**src/rtl/conv_1x1_stream_feeder.sv**
```systemverilog
// Purpose: feeds paired (pixel, weight) beats to the conv 1x1 core, order co > ci > p.
// Latency: start sampled at E0 -> first read issued the next cycle -> valid_out after E2.
// Backpressure: out_ready stalls the output. A 2-entry store (output reg + skid) plus issue gating absorbs the read latency.
//
// Ports:
//   clk, reset                      clock and synchronous active-high reset
//   start / busy / done             pass control: start pulse; busy for the whole pass; 1-cycle done pulse
//   pxl_rd_* / wgt_rd_*             read ports of two sync-read memories (data one cycle after rd_en)
//   pxl_out / weight_out / valid_*  output beat to the core, handshaked with out_ready
module conv_1x1_stream_feeder #(
    parameter int DATA_WIDTH      = 32,
    parameter int IMAGE_WIDTH     = 16,
    parameter int IMAGE_HEIGHT    = 16,
    parameter int CHANNEL_NUM_IN  = 256,
    parameter int CHANNEL_NUM_OUT = 512,
    parameter int PXL_ADDR_WIDTH  = 16,
    parameter int WGT_ADDR_WIDTH  = 17
) (
    input  logic                      clk,
    input  logic                      reset,
    input  logic                      start,
    output logic                      busy,
    output logic                      done,
    output logic                      pxl_rd_en,
    output logic [PXL_ADDR_WIDTH-1:0] pxl_rd_addr,
    input  logic [DATA_WIDTH-1:0]     pxl_rd_data,
    output logic                      wgt_rd_en,
    output logic [WGT_ADDR_WIDTH-1:0] wgt_rd_addr,
    input  logic [DATA_WIDTH-1:0]     wgt_rd_data,
    output logic [DATA_WIDTH-1:0]     pxl_out,
    output logic                      valid_out,
    output logic [DATA_WIDTH-1:0]     weight_out,
    output logic                      valid_weight_out,
    input  logic                      out_ready
);

    localparam int NPIX = IMAGE_WIDTH * IMAGE_HEIGHT;
    localparam int P_W  = (NPIX > 1) ? $clog2(NPIX) : 1;
    localparam int CI_W = (CHANNEL_NUM_IN > 1) ? $clog2(CHANNEL_NUM_IN) : 1;
    localparam int CO_W = (CHANNEL_NUM_OUT > 1) ? $clog2(CHANNEL_NUM_OUT) : 1;

    localparam logic [P_W-1:0]  P_MAX  = P_W'(NPIX - 1);
    localparam logic [CI_W-1:0] CI_MAX = CI_W'(CHANNEL_NUM_IN - 1);
    localparam logic [CO_W-1:0] CO_MAX = CO_W'(CHANNEL_NUM_OUT - 1);

    typedef enum logic [1:0] {S_IDLE, S_RUN, S_DRAIN, S_DONE} state_t;

    state_t                  state;
    logic [P_W-1:0]          p;
    logic [CI_W-1:0]         ci;
    logic [CO_W-1:0]         co;
    logic                    inflight;      // read issued last cycle, data on the bus now
    logic                    skid_vld;
    logic [DATA_WIDTH-1:0]   skid_pxl;
    logic [DATA_WIDTH-1:0]   skid_wgt;

    logic                    pop;
    logic [1:0]              occ_after_pop;
    logic                    issue;
    logic                    last_issue;

    // The output register is the FIFO head and the skid is the second entry.
    // Issue only when the read landing next cycle still has a free slot.
    // Counting this cycle's pop keeps one beat per cycle with out_ready high.
    always_comb begin
        pop           = valid_out & out_ready;
        occ_after_pop = {1'b0, valid_out} + {1'b0, skid_vld} - {1'b0, pop};
        issue         = (state == S_RUN) && ((occ_after_pop + {1'b0, inflight}) < 2'd2);
        last_issue    = issue && (p == P_MAX) && (ci == CI_MAX) && (co == CO_MAX);
    end

    assign pxl_rd_en        = issue;
    assign wgt_rd_en        = issue;
    assign pxl_rd_addr      = PXL_ADDR_WIDTH'(ci) * PXL_ADDR_WIDTH'(NPIX) + PXL_ADDR_WIDTH'(p);
    assign wgt_rd_addr      = WGT_ADDR_WIDTH'(co) * WGT_ADDR_WIDTH'(CHANNEL_NUM_IN) + WGT_ADDR_WIDTH'(ci);
    assign valid_weight_out = valid_out;

    always_ff @(posedge clk) begin
        if (reset) begin
            state      <= S_IDLE;
            busy       <= 1'b0;
            done       <= 1'b0;
            p          <= '0;
            ci         <= '0;
            co         <= '0;
            inflight   <= 1'b0;
            skid_vld   <= 1'b0;
            skid_pxl   <= '0;
            skid_wgt   <= '0;
            pxl_out    <= '0;
            weight_out <= '0;
            valid_out  <= 1'b0;
        end else begin
            inflight <= issue;

            // Output stage: refill from the skid first so that order is kept.
            if (!valid_out || pop) begin
                if (skid_vld) begin
                    pxl_out    <= skid_pxl;
                    weight_out <= skid_wgt;
                    valid_out  <= 1'b1;
                    skid_vld   <= inflight;
                    if (inflight) begin
                        skid_pxl <= pxl_rd_data;
                        skid_wgt <= wgt_rd_data;
                    end
                end else if (inflight) begin
                    pxl_out    <= pxl_rd_data;
                    weight_out <= wgt_rd_data;
                    valid_out  <= 1'b1;
                end else begin
                    valid_out  <= 1'b0;
                end
            end else if (inflight) begin
                // Head is stalled. The issue rule guarantees that the skid is free here.
                skid_pxl <= pxl_rd_data;
                skid_wgt <= wgt_rd_data;
                skid_vld <= 1'b1;
            end

            // Address counters: pixel fastest, then input channel, then output channel.
            if (issue) begin
                if (p == P_MAX) begin
                    p <= '0;
                    if (ci == CI_MAX) begin
                        ci <= '0;
                        co <= (co == CO_MAX) ? '0 : co + 1'b1;
                    end else begin
                        ci <= ci + 1'b1;
                    end
                end else begin
                    p <= p + 1'b1;
                end
            end

            done <= 1'b0;
            case (state)
                S_IDLE: begin
                    if (start) begin
                        state <= S_RUN;
                        busy  <= 1'b1;
                        p     <= '0;
                        ci    <= '0;
                        co    <= '0;
                    end
                end
                S_RUN: begin
                    if (last_issue) state <= S_DRAIN;
                end
                S_DRAIN: begin
                    // The final beat leaves this cycle, so done lands on the next cycle.
                    if (!inflight && (occ_after_pop == 2'd0)) begin
                        state <= S_DONE;
                        done  <= 1'b1;
                    end
                end
                S_DONE: begin
                    state <= S_IDLE;
                    busy  <= 1'b0;
                end
                default: state <= S_IDLE;
            endcase
        end
    end

endmodule

```
**config.mk**
```make
export PLATFORM = sky130hd
export DESIGN_NAME = conv_1x1_stream_feeder
export DESIGN_NICKNAME = d
export VERILOG_FILES = /design/src/rtl/conv_1x1_stream_feeder.sv
export SDC_FILE = /design/constraint.sdc
export NUM_CORES = 1
export LEC_CHECK = 0
export CAP_MARGIN = 20
export CORE_ASPECT_RATIO = 0.9
export CORE_MARGIN = 2
export CORE_UTILIZATION = 25
export CTS_CLUSTER_SIZE = 12
export DETAILED_ROUTE_END_ITERATION = 7
export GPL_ROUTABILITY_DRIVEN = 0
export SLEW_MARGIN = 20
export SYNTH_ARGS = -nofsm -noshare
export SYNTH_HDL_FRONTEND = slang
export SYNTH_SLANG_ARGS = --single-unit
```
**constraint.sdc**
```tcl
create_clock -name clk -period 5.42 [get_ports clk]
set_clock_uncertainty 0.05 [all_clocks]
set_input_delay 1.626 -clock clk [delete_from_list [all_inputs] [get_ports clk]]
set_output_delay 1.626 -clock clk [all_outputs]
set_load 0.1 [all_outputs]
```
# [Word level (Yosys, flattened, before mapping)]
# Cells that the tools add are included.
[totals] wordCells=88 ff_bits=160 output_inout_bits=103
[op_classes] mux=37 order_cmp=1 bitwise_logic=2 eq_ne=10 addsub=8 reduce_logical=17
[op_table] operator="32-bit two-way mux" count=10
[op_table] operator="8-bit two-way mux" count=9
[op_table] operator="9-bit two-way mux" count=6
[op_table] operator="17-bit by 8-bit adder with 17-bit output" count=1
[op_table] operator="16-bit by 8-bit adder with 16-bit output" count=1
[op_table] operator="8-bit by 1-bit adder with 8-bit output, second input constant" count=2
[op_table] operator="8-bit equality test, second input constant" count=2
[op_table] operator="9-bit by 1-bit adder with 9-bit output, second input constant" count=1
[op_table] operator="9-bit equality test, second input constant" count=1
[op_table] operator="2-bit != test, second input constant" count=4
[op_table] operator="2-bit case mux with 4 select lines" count=1
[op_table] operator="1-bit two-way mux" count=7
[op_table] operator="2-bit two-way mux" count=3
[op_table] operator="2-bit nonzero test" count=3
[op_table] operator="1-bit logical AND" count=5
[op_table] operator="2-bit equality test, second input constant" count=2
[op_table] operator="2-bit zero test" count=2
[op_table] operator="2-bit AND reduction" count=2
[op_table] operator="3-bit AND reduction" count=1
[op_table] operator="1-bit by 1-bit adder with 2-bit output" count=1
[op_table] operator="2-bit by 1-bit adder with 2-bit output" count=1
[op_table] operator="2-bit by 1-bit equality test with 1-bit output, second input constant" count=1
[op_table] operator="1-bit zero test" count=2
[op_table] operator="2-bit less-than comparator, second input constant" count=1
[op_table] operator="other kinds (6)" count=6

# [Logic depth before layout (Yosys ltp)]
[logic_depth] depth_word=10 depth_mapped=14 mapped_depth_nobuf=10

# [Worst setup path before layout]
# Ideal clock, no wire load.
[synth_timing] kind="input-to-output" from="input out_ready" to="output wgt_rd_en" required_time_ns=3.744 t_arrival_ns=3.728 path_buffers=2 cell_stages=9 slack_ns=0.016 path_cell_list="and2_1 > ha_1 > inv_1 > ha_1 > a21boi_0 > mux2i_1 > inv_2 > buf_2 > buf_4"
[synth_between] elab_chain_len=5
[synth_lines] item="from (decl)" line="34" text="input logic out_ready"
[synth_lines] item="1-bit AND" line="66" text="pop = valid_out & out_ready;"
[synth_lines] item="2-bit by 1-bit subtractor with 2-bit output" line="67" text="occ_after_pop = {1'b0, valid_out} + {1'b0, skid_vld} - {1'b0, pop};"
[synth_lines] item="2-bit by 1-bit adder with 2-bit output" line="68" text="issue = (state == S_RUN) && ((occ_after_pop + {1'b0, inflight}) < 2'd2);"
[synth_lines] item="2-bit less-than comparator" line="68"
[synth_lines] item="1-bit logical AND" line="68"
[synth_lines] item="to (decl)" line="27" text="output logic wgt_rd_en,"
# No other way between the ends.

# [Worst setup path in the final report]
[layout_timing] from="input out_ready" to="output pxl_rd_en"
[layout_between] elab_chain_len=5
[layout_lines] item="1-bit AND" line="66"
[layout_lines] item="2-bit by 1-bit subtractor with 2-bit output" line="67"
[layout_lines] item="2-bit by 1-bit adder with 2-bit output" line="68"
[layout_lines] item="2-bit less-than comparator" line="68"
[layout_lines] item="1-bit logical AND" line="68"
[layout_lines] item="to (decl)" line="24" text="output logic pxl_rd_en,"
# No other way between the ends.

==> results.cfg <==
[layout]
antenna_cells = 0
postLayoutCoreUtil_pct = 35.4
finalNetCount = 980
nFillCells = 2656
drive_above_1_share_pct = 6.12
seq_area_um2 = 3210
multi_input_area_um2 = 3140
area_growth_syn_to_layout_pct = 39.1

[critical_path]
arrival_ps = 3550
reg2reg_to = co[6]$_SDFF_PP0_
slowest_stage = clkdlybuf4s50_1
cpMostUsedCell = ha_1
crit_family = buffers and inverters
path_class = input port to output port
path_buf_inv = 4
crit_path_max_incr_delay_ps = 410
r2r_start = skid_vld$_SDFFE_PP0P_
cp-end-kind = output port
r2r_cells = 11
r2r_slack_ps = 2320
cp.required_ps = 3740
startpoint = out_ready
start_kind = input port
worstPathMaxFanout = 5
crit_path_cell_trace = clkdlybuf4s50_1 -> and2_1 -> ha_1 -> inv_1 -> ha_1 -> xnor2_2 -> mux2i_1 -> inv_2 -> buf_12

[clock_network]
post-cts-setup-buffer-count = 0
path_clk_slew_ps = 60
cts-root-buf = clkbuf_16
numCtsBuffers = 17
postCtsHoldBufs = 0
cts_tree = yes
cts-resized-gates = 0
cts_max_path_buffers = 2
cts_num_sinks = 160
clock_latency_ps = 420
cts-htree-levels = 4

[timing]
drv_slew = 0
worst_pin_slew_ps = 1060
rsz0062_at_grt = no
slew_headroom_pct = 29.1
fmax_mhz = 191
fin_crit_sh_pct = 96.5
fin_tns_setup_ps = 0
fin_ws_ps = 190
timing.final.hold_violations = 0
setup_viol = 0
fin_crit_ps = 5230

[synthesis]
synth_area_um2 = 6650
ys_seq_area_share_pct = 48.2
synth_top_area_cell = dfxtp_1
synth-main-ff-cell = dfxtp_1
syn-num-nets = 846
syn_inst = 768
synth_seq_cells = 160
async_reset_ff_share_pct = 0
syn_area_per_cell_um2 = 8.66
synth_top_area_share_pct = 48.2
yosys-top-cells-area = dfxtp_1, mux2i_1, nand2_1, a211oi_1, a21oi_1
ys_warn_count = 0
ys_types = 42
synth_edf_count = 0

[placed_design]
hpwl_um = 11200
port_buffers = 170
pre_cts_slack_ps = 161

[pwr]
power.internal_uw = 2520
power_frac_comb_pct = 40.7
swShare_pct = 44.1
max-vdd-ir-drop_mv = 0.230
p_sw_uw = 1990
p_per_area_nw_per_um2 = 488
p_leak_uw = 0.00300
clkPwrFrac_pct = 28.0
power_uw = 4510
power_frac_seq_pct = 31.3

[die]
placementRows = 56
chipWidth_um = 176
die-area_um2 = 27900
die_h_um = 159
boundaryPins = 171
core_um2 = 26100
start_util_pct = 25.4

[grt]
grt_max_degree = 70
first_global_vias = 5140
antenna_found_initial = 0
grt_pass1_wl_um = 27500
track_usage_pct = 12.5
globalRouteOverflowTotal = 0

[routing]
vias_per_cell = 4.48
drt_iter0_drc = 287
wl_um = 17300
via_count = 5659
drtPass1Iterations = 4
wl_per_cell_um = 13.7
ant_nets = 0
drc = 0

[min_path]
worstHoldEndpoint = skid_wgt[30]$_SDFFE_PP0P_
hp-class = flop to flop
min_path_cells = 2
min_from = skid_wgt[30]$_SDFFE_PP0P_

[job]
drv_cap = 0

[run_status]
outcome = complete, no violations
[power groups by stage]
| stage | Sequential (uW) | Combinational [uW] | Clock (uW) |
|---|---|---|---|
| after floorplan | 2340 | 468 | 0 |
| after global routing | 1430 | 1930 | 1350 |
| after CTS | 1410 | 1850 | 1310 |
| after global placement | 1440 | 1840 | 0 |
| final | 1410 | 1840 | 1260 |
| after detailed placement | 1440 | 1850 | 0 |
[cells by family (layout without fill, tap and decap cells)]
| kind of cell | after synthesis | count (layout) | synth area share [%] |
|---|---|---|---|
| simple gates | 280 | 280 | 18.1 |
| compound gates | 166 | 166 | 15.4 |
| flops | 160 | 160 | 48.2 |
| buf+inv | 74 | 221 | 4.87 |
| mux | 65 | 65 | 9.79 |
| xor+xnor | 13 | 13 | 1.83 |
| fa+ha+maj | 10 | 10 | 1.88 |
[Yosys cell counts (all sizes together) (6+ instances only)]
cell and number:
ha 10, o21ai 12, nor2 88, a211oi 65, inv 9, buf 21
nand2 146, clkbuf 44, nand3 11, xnor2 7, xor2 6, a21oi 78
nand4 6, and3 10, mux2i 65, dfxtp 160
[state kept, by name (all words and copies together), names as in the netlist]
| name | count |
|---|---|
| co | 9 |
| p | 8 |
| pxl_out | 32 |
| state | 2 |
| done | 1 |
| skid_vld | 1 |
| skid_pxl | 32 |
| ci | 8 |
| skid_wgt | 32 |
| valid_out | 1 |
| weight_out | 32 |
| busy | 1 |
| inflight | 1 |
[metrics by stage]
stage	cell area, um2	hold slack (ps)	std cells
global route	9250	420	1263
finish	9250	403	1263
global placement	8640	391	1231
CTS	9250	406	1263
detailed placement	8640	396	1231
floorplan	6650	386	768
[per-layer routing]
metal / routed length [um] / GRT usage [%] / share of wire (%)
met4: 252 / 4.60 / 1.5
met3: 873 / 3.44 / 5.1
met1: 8580 / 16.6 / 50
met5: 0 / 0 / 0
met2: 7560 / 19.4 / 44
[worst max path at each step]
stage / slack (ps) / end / cells after the start
2_1_floorplan: 20 / wgt_rd_en / 9
3_3_place_gp: 190 / wgt_rd_en / 9
3_5_place_dp: 160 / pxl_rd_en / 9
4_1_cts: 170 / pxl_rd_en / 9
5_1_grt: 90 / pxl_rd_en / 9
6_report: 190 / pxl_rd_en / 9
[area by class of cell]
type,instances,share of cell area [%]
clock buffers,18,4.64
clock inverters,14,1.96
inverters,9,0.365
multi-input cells,534,34.0
flip-flops and latches,160,34.7
well taps,348,4.71
repair buffers,180,19.7
[tightest hold or removal path, stage by stage, from the launching register on]
cell	delay, ps
dfxtp_1	310
nand2_1	50
a21oi_1	50
[placed cells by master, fill, tap and decap left out, types with 2 or more instances in the layout]
cell	Yosys	routed
xor2_1	6	6
inv_8	0	2
nand4_1	4	4
a31oi_1	4	4
or4b_1	4	4
a211oi_1	65	65
a21oi_1	78	78
nor3_1	4	4
clkinvlp_4	0	2
or4_1	2	2
inv_6	0	2
xnor2_1	6	6
buf_4	10	9
bufinv_16	0	3
dfxtp_1	160	159
and3_1	10	10
nor2b_1	2	2
nor2_1	88	87
buf_12	0	4
clkinv_4	0	3
inv_1	8	8
ha_1	10	10
nand2_1	145	145
clkdlybuf4s50_1	0	167
clkbuf_16	0	17
mux2i_1	65	65
o21ai_0	11	11
nand4_2	2	2
nand3_1	11	11
clkinv_2	0	2
(Power assumes the default switching activity.)
